===== config.mk =====
export PLATFORM = sky130hd
export DESIGN_NAME = dcu_sc_miss_resp
export DESIGN_NICKNAME = d
export VERILOG_FILES = /design/src/rtl/dcu_sc_miss_resp.sv
export SDC_FILE = /design/constraint.sdc
export NUM_CORES = 1
export LEC_CHECK = 0
export ABC_AREA = 0
export BUFFER_PORTS_ARGS = -buffer_cell sky130_fd_sc_hd__buf_2
export CORE_UTILIZATION = 43
export DETAILED_ROUTE_END_ITERATION = 10
export PLACE_DENSITY = 0.78
export SYNTH_ARGS = -nofsm -noshare
export SYNTH_HDL_FRONTEND = slang
export SYNTH_SLANG_ARGS = --single-unit
export TNS_END_PERCENT = 5

===== constraint.sdc =====
create_clock -name clk -period 3 [get_ports clk]
set_clock_uncertainty 0.1 [all_clocks]
set_input_delay 0.3 -clock clk [delete_from_list [all_inputs] [get_ports clk]]
set_output_delay 0.3 -clock clk [all_outputs]
set_load 0.02 [all_outputs]

===== src/rtl/dcu_sc_miss_resp.sv =====
// Stack-cache read-miss responder: looks the missing word up in the D$ and,
// on a D$ miss, fetches it over the BIU before returning it to the IU.
module dcu_sc_miss_resp #(
  parameter int MAX_WAIT = 255
) (
  input  logic        clk,
  input  logic        reset_l,
  input  logic        sc_dcache_req,
  input  logic [29:0] sc_addr,
  input  logic        sc_kill,
  input  logic        norm_busy,
  output logic        dc_lookup,
  output logic [29:0] dc_addr,
  input  logic        dc_tag_hit,
  input  logic [31:0] dc_rdata,
  output logic        biu_req,
  output logic [29:0] biu_addr,
  input  logic        biu_ack,
  input  logic [31:0] biu_data,
  output logic [31:0] iu_data,
  output logic        iu_data_vld,
  output logic        sc_data_vld,
  output logic        dcu_sc_busy,
  output logic        dcu_sc_err
);

  typedef enum logic [2:0] {IDLE, LOOKUP, CHECK, FILL, DRAIN, RESP, GAP} state_t;

  localparam logic [7:0] WAIT_LAST = 8'(MAX_WAIT - 1);

  state_t      state, state_nxt;
  logic [29:0] addr_q, addr_nxt;
  logic [7:0]  wait_cnt, wait_cnt_nxt;
  logic [31:0] data_q, data_nxt;
  logic        err_q, err_nxt;

  always_ff @(posedge clk or negedge reset_l) begin
    if (!reset_l) begin
      state    <= IDLE;
      addr_q   <= '0;
      wait_cnt <= '0;
      data_q   <= '0;
      err_q    <= 1'b0;
    end else begin
      state    <= state_nxt;
      addr_q   <= addr_nxt;
      wait_cnt <= wait_cnt_nxt;
      data_q   <= data_nxt;
      err_q    <= err_nxt;
    end
  end

  // An in-flight BIU read cannot be cancelled, so a kill during FILL moves to
  // DRAIN to swallow the ack; a kill coinciding with the ack just discards it.
  always_comb begin
    state_nxt    = state;
    addr_nxt     = addr_q;
    wait_cnt_nxt = wait_cnt;
    data_nxt     = data_q;
    err_nxt      = 1'b0;
    case (state)
      IDLE: begin
        if (sc_dcache_req && !norm_busy && !sc_kill) begin
          addr_nxt  = sc_addr;
          state_nxt = LOOKUP;
        end
      end
      LOOKUP: state_nxt = sc_kill ? IDLE : CHECK;
      CHECK: begin
        if (sc_kill) begin
          state_nxt = IDLE;
        end else if (dc_tag_hit) begin
          data_nxt  = dc_rdata;
          state_nxt = RESP;
        end else begin
          wait_cnt_nxt = '0;
          state_nxt    = FILL;
        end
      end
      FILL: begin
        if (biu_ack) begin
          if (sc_kill) begin
            state_nxt = IDLE;
          end else begin
            data_nxt  = biu_data;
            state_nxt = RESP;
          end
        end else if (wait_cnt == WAIT_LAST) begin
          err_nxt   = 1'b1;
          state_nxt = IDLE;
        end else begin
          wait_cnt_nxt = wait_cnt + 8'd1;
          state_nxt    = sc_kill ? DRAIN : FILL;
        end
      end
      DRAIN: begin
        if (biu_ack) begin
          state_nxt = IDLE;
        end else if (wait_cnt == WAIT_LAST) begin
          err_nxt   = 1'b1;
          state_nxt = IDLE;
        end else begin
          wait_cnt_nxt = wait_cnt + 8'd1;
        end
      end
      RESP:    state_nxt = GAP;
      GAP:     state_nxt = IDLE;
      default: state_nxt = IDLE;
    endcase
  end

  assign dc_lookup   = (state == LOOKUP);
  assign dc_addr     = addr_q;
  assign biu_req     = (state == FILL) || (state == DRAIN);
  assign biu_addr    = addr_q;
  assign iu_data     = data_q;
  assign iu_data_vld = (state == RESP);
  assign sc_data_vld = (state == RESP);
  assign dcu_sc_busy = (state != IDLE);
  assign dcu_sc_err  = err_q;

endmodule


==> run_results.csv <==
group,metric,value,unit
cells_and_area,nFillCells,688,
drt,drc,0,
global_route,grt.total_usage,18.21,%
cells_and_area,drive_above_1_share,51.85,%
power,vdd_drop_max,485.9,uV
setup_path,crit_path_start_kind,"flop",
cells_and_area,nets,584,
power,total_power,4.320,mW
global_route,grt_start_max_net_pins,75,
cells_and_area,regArea,1852,um^2
setup_path,worstSetupPathDepth,4,
cts,htree_levels,3,
yosys,synth_area_leaders,"dfrtp_1 52%, mux2_2 9.9%, mux2i_1 9.4%",
placement,gp_congestion,0.8252,
drt,drtAntennaViolNets,0,
cts,clk_pin_slew,0.08,ns
yosys,async_reset_ff_share,100.0,%
die,ioPinCount,199,
setup_path,required,3.12,ns
yosys,synthFlopType,"dfrtp_1",
global_route,grt_pass1_wl,12080,um
setup_path,crit_type,"flop to flop",
die,die_height,92.62,um
drt,routedWlPerCell,13.35,um
setup_path,cpMaxStageDelayCell,"nand4b_1",
setup_path,cp_max_fo,19,
status,status,"complete, but fails checks",
sta,slew_headroom,39.85,%
sta,fin_crit_sh,77.88,%
yosys,netlist_area,3531,um^2
sta,fmax,0.4280,GHz
setup_path,cp-end-kind,"flop",
cts,postCtsSetupBuffers,0,
min_path,hp-class,"input port to async pin",
power,power_density,941.9,nW/um^2
cts,clockBufferDepth,2,
setup_path,crit_family,"simple AND/OR/NAND/NOR gates",
placement,io_buffers,198,
cts,clock_latency,0.33,ns
cells_and_area,syn_to_final_growth,29.91,%
drt,via_per_inst,4.912,
sta,hold_violations,5,
job,drv_cap,0,
cells_and_area,multi_input_comb_area,1359,um^2
cts,cts_tree,"built",
setup_path,cp_num_buf_inv,1,
yosys,synth_most_common_cell,"dfrtp_1",
cts,cts_sinks,74,
yosys,synth_enable_flop_cells,0,
yosys,yosysWarnings,0,
power,p_leak,2.585,nW
sta,setup_tns,0,ns
cts,cts_resized,0,
die,num_rows,32,
yosys,avgSynthCellArea,11.21,um^2
yosys,synth_fp_nets,418,
die,core-area,7848,um^2
drt,wl,7850,um
yosys,yosysTopAreaCell,"dfrtp_1",
cts,hold_buffers,0,
cts,numCtsBuffers,9,
yosys,synthDistinctLibCells,37,
cells_and_area,diodes,0,
yosys,synth_top_area_share,52.45,%
die,initial_core_util,44.99,%
placement,dpl.hpwl,6075,um
drt,drt_iter0_drc,122,
yosys,ys_ff_latch,74,
setup_path,path_cells,"nor2_1 -> nand4b_1 -> buf_4 -> mux2_2",
global_route,antenna_found_initial,0,
yosys,synth-seq-area-share,52.45,%
global_route,grt_pass1_vias,2673,
sta,hold_slack,-0.01145,ns
die,die_width,92.62,um
setup_path,worstPathArrival,2.46,ns
global_route,grt_overflow_total,0,
yosys,yosys-top-cells-count,"74 x dfrtp_1, 37 x o21ai_0, 36 x nand2_1",
sta,fin_crit,2.336,ns
drt,first_pass_iters,4,
yosys,synthCells,315,
cts,clockRootBuffer,"clkbuf_8",
setup_path,max_stage_delay,0.58,ns
sta,setup_viol,0,
drt,vias,2888,
status,violations,"negative hold slack",
setup_path,reg2regPathDepth,4,
sta,rsz0062_at_grt,"false",
sta,slew_violations,0,
die,dieArea,8578,um^2
sta,worst_pin_slew,0.9022,ns
==> cell type report <==
class,count,area share [%]
clock inverters,6,1.418
clock buffers,10,3.001
inverters,6,0.4910
flip-flops and latches,74,40.37
repair buffers,202,22.31
multi-input cells,188,29.62
well taps,102,2.782
==> layer usage <==
metal	GRT usage (%)	wire (um)
met5	0	0
met4	6.538	116
met3	4.351	591
met2	32.59	3967
met1	21.15	3175
==> worst paths after layout <==
path / from / end / slack, ns
worst max register to register: state[2]$_DFFE_PN0P_ / biu_addr[28]$_DFFE_PN0P_ / 0.66
min in group clk: sc_addr[12] / biu_addr[12]$_DFFE_PN0P_ / 0.09
worst min register to register: iu_data[18]$_DFFE_PN0P_ / iu_data[18]$_DFFE_PN0P_ / 0.38
worst min-delay path: reset_l / biu_addr[18]$_DFFE_PN0P_ / -0.01
worst max-delay path: state[2]$_DFFE_PN0P_ / biu_addr[28]$_DFFE_PN0P_ / 0.66
max in group asynchronous: reset_l / iu_data[2]$_DFFE_PN0P_ / 2.22
==> per-stage QoR <==
step | util [%] | hold slack (ns) | instance area, um^2 | std cells | setup slack [ns]
final | 58.45 | -0.01145 | 4587 | 588 | 0.6635
after global routing | 58.45 | 0.07167 | 4587 | 588 | 0.4460
after CTS | 58.45 | 0.01891 | 4587 | 588 | 0.6375
after detailed placement | 55.87 | 0.3654 | 4384 | 572 | 0.6354
after global placement | 55.87 | 0.3575 | 4384 | 572 | 0.7206
after floorplan | - | -0.09559 | 3531 | 315 | 1.032
==> sequential cells by signal, indices dropped and copies added, names as in the netlist <==
| name | flops |
|---|---|
| state | 3 |
| iu_data | 32 |
| biu_addr | 30 |
| dcu_sc_err | 1 |
| wait_cnt | 8 |
==> where the power goes <==
part	leakage [nW]	total, mW	switching [mW]	internal [mW]
combinational	1.56	1.85	1.17	0.679
sequential	0.919	1.70	0.282	1.42
clock	0.103	0.772	0.364	0.408
total	2.58	4.32	1.81	2.51
==> kinds of logic after synthesis <==
family	count (synthesis)	synth area share, %
buf+inv	53	9.213
fa+ha+maj	2	0.7086
compound gates	53	8.753
mux	64	19.24
flops	74	52.45
simple gates	68	9.391
xor+xnor	1	0.2481
==> cells in the final DEF, fill, tap and decap left out, drive strengths merged, types with 2 or more instances in the layout <==
| master | instances |
|---|---|
| a21oi | 4 |
| a221o | 2 |
| and2 | 2 |
| and3 | 2 |
| buf | 202 |
| clkbuf | 10 |
| clkinv | 3 |
| dfrtp | 74 |
| ha | 2 |
| inv | 7 |
| mux2 | 31 |
| mux2i | 33 |
| nand2 | 36 |
| nand3 | 8 |
| nor2 | 5 |
| nor2b | 2 |
| nor3 | 2 |
| o21ai | 37 |
| o31ai | 4 |
| or3 | 2 |
| or4 | 2 |
No activity file was read; power rests on OpenSTA's default activity.
